### config.mk
export PLATFORM = sky130hd
export DESIGN_NAME = i2s_tx
export DESIGN_NICKNAME = d
export VERILOG_FILES = /design/src/rtl/i2s_tx.sv
export SDC_FILE = /design/constraint.sdc
export NUM_CORES = 1
export LEC_CHECK = 0
export ABC_AREA = 1
export CAP_MARGIN = 5
export CORE_AREA = 2 2 74 76
export DETAILED_ROUTE_END_ITERATION = 8
export DIE_AREA = 0 0 76 78
export PLACE_DENSITY = 0.73
export SLEW_MARGIN = 10
export SYNTH_ARGS = -nofsm -noshare
export SYNTH_HDL_FRONTEND = slang
export SYNTH_SLANG_ARGS = --single-unit
export TNS_END_PERCENT = 30
### constraint.sdc
create_clock -name clk -period 2.6 [get_ports clk]
set_input_delay 0.52 -clock clk [delete_from_list [all_inputs] [get_ports clk]]
set_output_delay 0.52 -clock clk [all_outputs]
set_load 0.02 [all_outputs]
### src/rtl/i2s_tx.sv
// I2S transmitter: one-deep sample holding register feeding a 32-slot stereo frame (same word on both channels).
// Outputs change on the clk edge where bclk falls; s_ready drops the cycle after an accept and samples offered while it is low are dropped (overrun).
module i2s_tx #(
    parameter int unsigned DIV = 4
) (
    input  logic        clk,
    input  logic        rst,
    input  logic        en,
    input  logic [15:0] s_data,
    input  logic        s_valid,
    output logic        s_ready,
    output logic        bclk,
    output logic        lrclk,
    output logic        sdata,
    output logic        frame_start,
    output logic        underrun,
    output logic        overrun
);

    localparam logic [7:0] DIV_LAST = 8'(DIV - 1);

    typedef enum logic [1:0] {
        IDLE = 2'd0,
        RUN  = 2'd1,
        STOP = 2'd2
    } state_t;

    state_t      state_q;
    logic [7:0]  div_cnt_q;
    logic [4:0]  bit_cnt_q;
    logic [15:0] active_q;
    logic [15:0] hold_q;
    logic        hold_full_q;
    logic        stop_k0_q;
    logic        bclk_q;
    logic        lrclk_q;
    logic        sdata_q;
    logic        s_ready_q;
    logic        frame_start_q;
    logic        underrun_q;
    logic        overrun_q;

    logic        div_wrap;
    logic        fall;
    logic        k0;
    logic [4:0]  bit_cnt_d;
    logic [3:0]  bit_idx;
    logic        sdata_d;
    logic        lrclk_d;
    logic        accept;
    logic        load;
    logic        under;
    logic        hold_full_d;

    always_comb begin
        div_wrap    = (div_cnt_q == DIV_LAST);
        fall        = (state_q != IDLE) && div_wrap && bclk_q;
        bit_cnt_d   = bit_cnt_q + 5'd1;
        k0          = (bit_cnt_d == 5'd0);
        // Slot k carries bit (16 - k) mod 16: the LSB lands one slot late, in k=0 and k=16.
        bit_idx     = 4'd0 - bit_cnt_d[3:0];
        sdata_d     = active_q[bit_idx];
        lrclk_d     = bit_cnt_d[4];
        accept      = s_valid && s_ready_q;
        load        = fall && (state_q == RUN) && k0 && hold_full_q;
        under       = fall && (state_q == RUN) && k0 && !hold_full_q;
        hold_full_d = hold_full_q;
        if (accept) begin
            hold_full_d = 1'b1;
        end else if (load) begin
            hold_full_d = 1'b0;
        end
    end

    always_ff @(posedge clk or posedge rst) begin
        if (rst) begin
            state_q       <= IDLE;
            div_cnt_q     <= 8'd0;
            bit_cnt_q     <= 5'd31;
            active_q      <= 16'd0;
            hold_q        <= 16'd0;
            hold_full_q   <= 1'b0;
            stop_k0_q     <= 1'b0;
            bclk_q        <= 1'b0;
            lrclk_q       <= 1'b0;
            sdata_q       <= 1'b0;
            s_ready_q     <= 1'b1;
            frame_start_q <= 1'b0;
            underrun_q    <= 1'b0;
            overrun_q     <= 1'b0;
        end else begin
            frame_start_q <= load;
            underrun_q    <= under;
            overrun_q     <= s_valid && !s_ready_q;
            if (accept) begin
                hold_q <= s_data;
            end
            hold_full_q <= hold_full_d;
            s_ready_q   <= !hold_full_d;

            case (state_q)
                IDLE: begin
                    div_cnt_q <= 8'd0;
                    bit_cnt_q <= 5'd31;
                    active_q  <= 16'd0;
                    bclk_q    <= 1'b0;
                    lrclk_q   <= 1'b0;
                    sdata_q   <= 1'b0;
                    stop_k0_q <= 1'b0;
                    if (en) begin
                        state_q <= RUN;
                    end
                end
                RUN, STOP: begin
                    if (div_wrap) begin
                        div_cnt_q <= 8'd0;
                        bclk_q    <= !bclk_q;
                    end else begin
                        div_cnt_q <= div_cnt_q + 8'd1;
                    end
                    if (fall) begin
                        // STOP ends one slot after its k=0 edge, once the last right LSB is out.
                        if ((state_q == STOP) && stop_k0_q) begin
                            state_q   <= IDLE;
                            div_cnt_q <= 8'd0;
                            bit_cnt_q <= 5'd31;
                            active_q  <= 16'd0;
                            lrclk_q   <= 1'b0;
                            sdata_q   <= 1'b0;
                            stop_k0_q <= 1'b0;
                        end else begin
                            bit_cnt_q <= bit_cnt_d;
                            lrclk_q   <= lrclk_d;
                            sdata_q   <= sdata_d;
                            if (load) begin
                                active_q <= hold_q;
                            end
                            if ((state_q == STOP) && k0) begin
                                stop_k0_q <= 1'b1;
                            end
                        end
                    end
                    if ((state_q == RUN) && !en) begin
                        state_q   <= STOP;
                        stop_k0_q <= 1'b0;
                    end
                end
                default: begin
                    state_q <= IDLE;
                end
            endcase
        end
    end

    assign s_ready     = s_ready_q;
    assign bclk        = bclk_q;
    assign lrclk       = lrclk_q;
    assign sdata       = sdata_q;
    assign frame_start = frame_start_q;
    assign underrun    = underrun_q;
    assign overrun     = overrun_q;

endmodule

Word level (Yosys, flattened, before mapping)
Cells that the tools add are included.

storage, ports and cells
  register bits = 56
  word-level logic and storage cells = 87

cells by class
  add/subtract/negate cells = 3
  magnitude comparators = 1
  eq/ne operators = 10
  muxes and demuxes = 33
  reduce and logical (&&, ||, !) cells = 26

operator list
  operator               number
  $mux W16               3
  $pmux W16 S2           1
  $mux W8                3
  $pmux W8 S2            1
  $mux W1                12
  $logic_and A1 B1 Y1    11
  $mux W5                2
  $pmux W5 S2            1
  $ne A3 B3 Y1 const B   3
  $reduce_and A3 Y1      3
  $add A8 B1 Y8 const B  1
  $eq A8 B2 Y1 const B   1
  $mux W2                4
  $pmux W1 S2            4
  $ne A2 B2 Y1 const B   3
  $add A5 B1 Y5 const B  1
  $logic_not A1 Y1       5
  $logic_not A5 Y1       1
  $lt A4 B5 Y1 const B   1
  $bmux W1 S4            1
  $ne A4 B4 Y1 const B   1
  $pmux W2 S2            1
  $reduce_and A2 Y1      2
  $reduce_bool A2 Y1     2
  5 further kinds        5

Longest topological paths before layout
  depth after elaboration = 10
  gate-level depth with buffers = 13

Worst setup path after synthesis
No wires, ideal clock.

  path type = flip-flop to flip-flop
  start point = reg bit_cnt_q[0]
  end point = reg active_q[2]
  arrival = 1669 ps
  slack = 814 ps
  cell stages (with the launch flop) = 14
  path buffers = 1
  path through = dfstp_2 ha_1 inv_1 nand2_1 nand2_2 nor2_4 nand3_2 nor2_4 nand3_2 nand2_2 nand2_4 buf_6 nand2_1 nand2_1

between the ends
  word-level cells in the longest chain between the ends = 6

RTL lines
  item                               RTL line  source
  start, declared                    30        logic [4:0] bit_cnt_q;
  start signal, assigned             132       bit_cnt_q <= bit_cnt_d;
  $add A5 B1 Y5                      58        bit_cnt_d = bit_cnt_q + 5'd1;
  $logic_not A5 Y1                   59        k0 = (bit_cnt_d == 5'd0);
  $logic_and A1 B1 Y1 (2 in series)  65        load = fall && (state_q == RUN) && k0 && hold_full_q;
  $ne A3 B3 Y1 (no line)             --
  $reduce_and A3 Y1 (no line)        --
  end signal, assigned               136       active_q <= hold_q;
  end, declared                      31        logic [15:0] active_q;

Every way passes these cells.
A chain may end at the register's enable or synchronous reset.

Final worst setup path
  start point = reg s_ready_q, in the netlist s_ready
  end point = out s_ready

RTL lines
  item                    RTL line  source
  start, declared         38        logic s_ready_q;
  start signal, assigned  99        s_ready_q <= !hold_full_d;
  end, declared           11        output logic s_ready,

No word-level cell between the ends.

==> flow_summary.ini <==
[critical_path]
timing.reg2reg.worst_path_depth = 11
reg2reg_slack_ns = 0.62
slowest_stage = sky130_fd_sc_hd__clkdlybuf4s50_1
worst-setup-path-type = reg -> out
critPathTopFamily = buffers and inverters
path_buf_inv = 1
timing.rr.start = bit_cnt_q[0]
critical_path.cell_chain = clkdlybuf4s50_1
crit_path_start = s_ready
setup.worst_path.start_class = flop
worst_ep_arrival_time_ns = 1.47
crit_path_max_incr_delay_ns = 0.60
critical_path_required_ns = 2.08
worst-path-max-fanout = 3
r2r-end = active_q[11]
critPathCaptureType = primary output

[min_path]
worst_hold_endpoint = underrun
min_path_cells = 1
hold_path_startpoint = hold_full_q
min_path_type = reg -> reg

[placement]
port_buffers = 26
place.gp.congestion = 0.810
dp.final_hpwl_um = 3430

[power_and_ir_drop]
power_leakage_nw = 1.64
pwr_per_cell_area_mw_per_mm2 = 1020
totalPowerFinal_mw = 3.24
vdd.ir_drop.worst_mv = 0.384

[clock_network]
cts_post_setup_buffers_inserted = 0
htreeDepth = 2
clock-sinks = 56
largest_buffer_count_on_any_clock_path = 2
postCtsHoldBufs = 0
cts_resized = 0
clockRootBuffer = sky130_fd_sc_hd__clkbuf_8
tritoncts_clock_tree = done
clock_transition_at_the_register_clock_pins_on_the_worst_setup_and_hold_paths_after_cts_ns = 0.10
tritoncts.num_buffers = 5
clock_latency_ns = 0.31

[sta]
drv_slew = 0
min_period_ns = 1.99
timing_limited_maximum_frequency_ghz = 0.503
worst_pin_slew_ns = 0.710
setup-violations-final = 0
grt_setup_unrepaired = false
maximum_clock_skew_at_final_layout_ns = 0.0112
min_period_over_period = 0.765
hold_viol_final = 0
max_slew_margin = 0.526
tns_ns = 0

[synth]
post-synth-top-area-fraction = 0.463
postSynthCellCount = 298
cell_type_contributing_the_most_total_cell_area_after_synthesis = sky130_fd_sc_hd__dfrtp_1
synthesis.yosys.warnings = 0
mappedNetlistNets = 325
mean_syn_cell_area_um2 = 9.08
synth.distinct_cells = 34
synth.area.top_cells = sky130_fd_sc_hd__dfrtp_1 46%, sky130_fd_sc_hd__nand2_1 12%, sky130_fd_sc_hd__mux2_2 6.7%
yosysSeqAreaShare = 0.521
postSynthRegisterBits = 56
synth_area_mm2 = 0.00271

[run_status]
status = completed

[die]
floorplan.io_pins = 27
die-area_mm2 = 0.00593
placeableCoreArea_mm2 = 0.00504
die_x_um = 76
row_count = 26
initial_utilization = 0.536
die-height_um = 78

[grt]
grt_antenna_before_repair = 0
grt.total_usage = 0.181
grt.overflow.total = 0
grt_start_max_net_pins = 57
global_route_wire_length_before_repair_um = 8630
first_global_vias = 1947

[final_layout]
area_growth_pct = 17.5
n_fill_cell = 438
count_of_antenna_diodes_in_the_layout = 0
final_common_cell = sky130_fd_sc_hd__nand2_1
ratio_of_cells_with_drive_above_1_in_the_final_layout = 0.152
final_net_count = 355
ff_latch_area_mm2 = 0.00141
multi_input_comb_area_mm2 = 0.00114
layout.cells.most_common_list = 83 x sky130_fd_sc_hd__nand2_1, 50 x sky130_fd_sc_hd__dfrtp_1, 26 x sky130_fd_sc_hd__nor2_1, 26 x sky130_fd_sc_hd__nand3_1, 26 x sky130_fd_sc_hd__clkdlybuf4s50_1

[detailed_routing]
drt_first_iter_violations = 113
post_drt_wl_per_cell_um = 12.3
drt.antenna.violating_nets = 0
num_vias = 2037
via_per_inst = 5.11
drc_errors = 0
route.final.wire_length_um = 4910
drt-pass1-iter-count = 4

[job]
cap_violations = 0
==> logic make-up (layout without fill, tap and decap cells) <==
logic type               Yosys count  in the layout  share of synthesized area
AO/OA/AOI/OAI                     25             25                     0.0541
XOR/XNOR                           4              4                     0.0157
adder cells (fa/ha/maj)            7              7                     0.0324
buffers and inverters             36             67                     0.0587
flip-flops                        56             56                      0.521
multiplexers                      16             16                     0.0666
AND/OR/NAND/NOR                  154            154                      0.252
==> cell usage after synthesis, drive strengths merged <==
library cell	number
nor3	4
o22ai	7
a31oi	2
nor4	1
buf	5
nand2	87
nand3	28
a22o	1
dfstp	6
nand4	3
nor2	29
dfrtp	50
xor2	4
clkbuf	1
a21oi	6
and3	1
a22oi	1
o221ai	1
mux2	16
ha	7
o21ai	7
and2	1
inv	30
==> where the power goes <==
part	switching (mW)	internal [mW]	leakage [nW]
logic	0.976	0.500	0.829
registers	0.0938	0.997	0.747
clock network	0.288	0.388	0.0687
total	1.36	1.88	1.64
==> flip-flops by register name (all words and copies together) (netlist names), 2 cells and up <==
register	cells
state_q	2
bit_cnt_q	5
div_cnt_q	8
hold_q	16
active_q	16
==> how the worst max path moves through the flow <==
stage	end	depth (start not counted)
global placement	hold_q[4]	3
finish	s_ready	1
detailed placement	hold_q[5]	3
CTS	s_ready	1
global route	active_q[9]	11
floorplan	active_q[0]	1
==> routing by layer <==
metal	wire [µm]	GRT usage
met1	2340	0.241
met2	2360	0.295
met3	158	0.0442
met4	57	0.0600
met5	0	0
==> final cells by class <==
cell class	instances	area share
clock buffer	5	0.0216
clock inverter	3	0.0216
multi-input combinational	206	0.358
sequential	56	0.443
tap	70	0.0275
timing repair buffer	29	0.0929
inverter	30	0.0354
==> metrics by stage <==
stage	instances	util	hold slack, ns	setup slack, ns	cell area, µm²
floorplan	298	-	0.442	0.719	2710
global placement	391	0.603	0.457	0.600	3040
detailed placement	391	0.603	0.460	0.580	3040
CTS	399	0.631	0.483	0.598	3180
global route	399	0.631	0.513	0.419	3180
finish	399	0.631	0.480	0.611	3180
No activity file was read; power rests on OpenSTA's default activity.
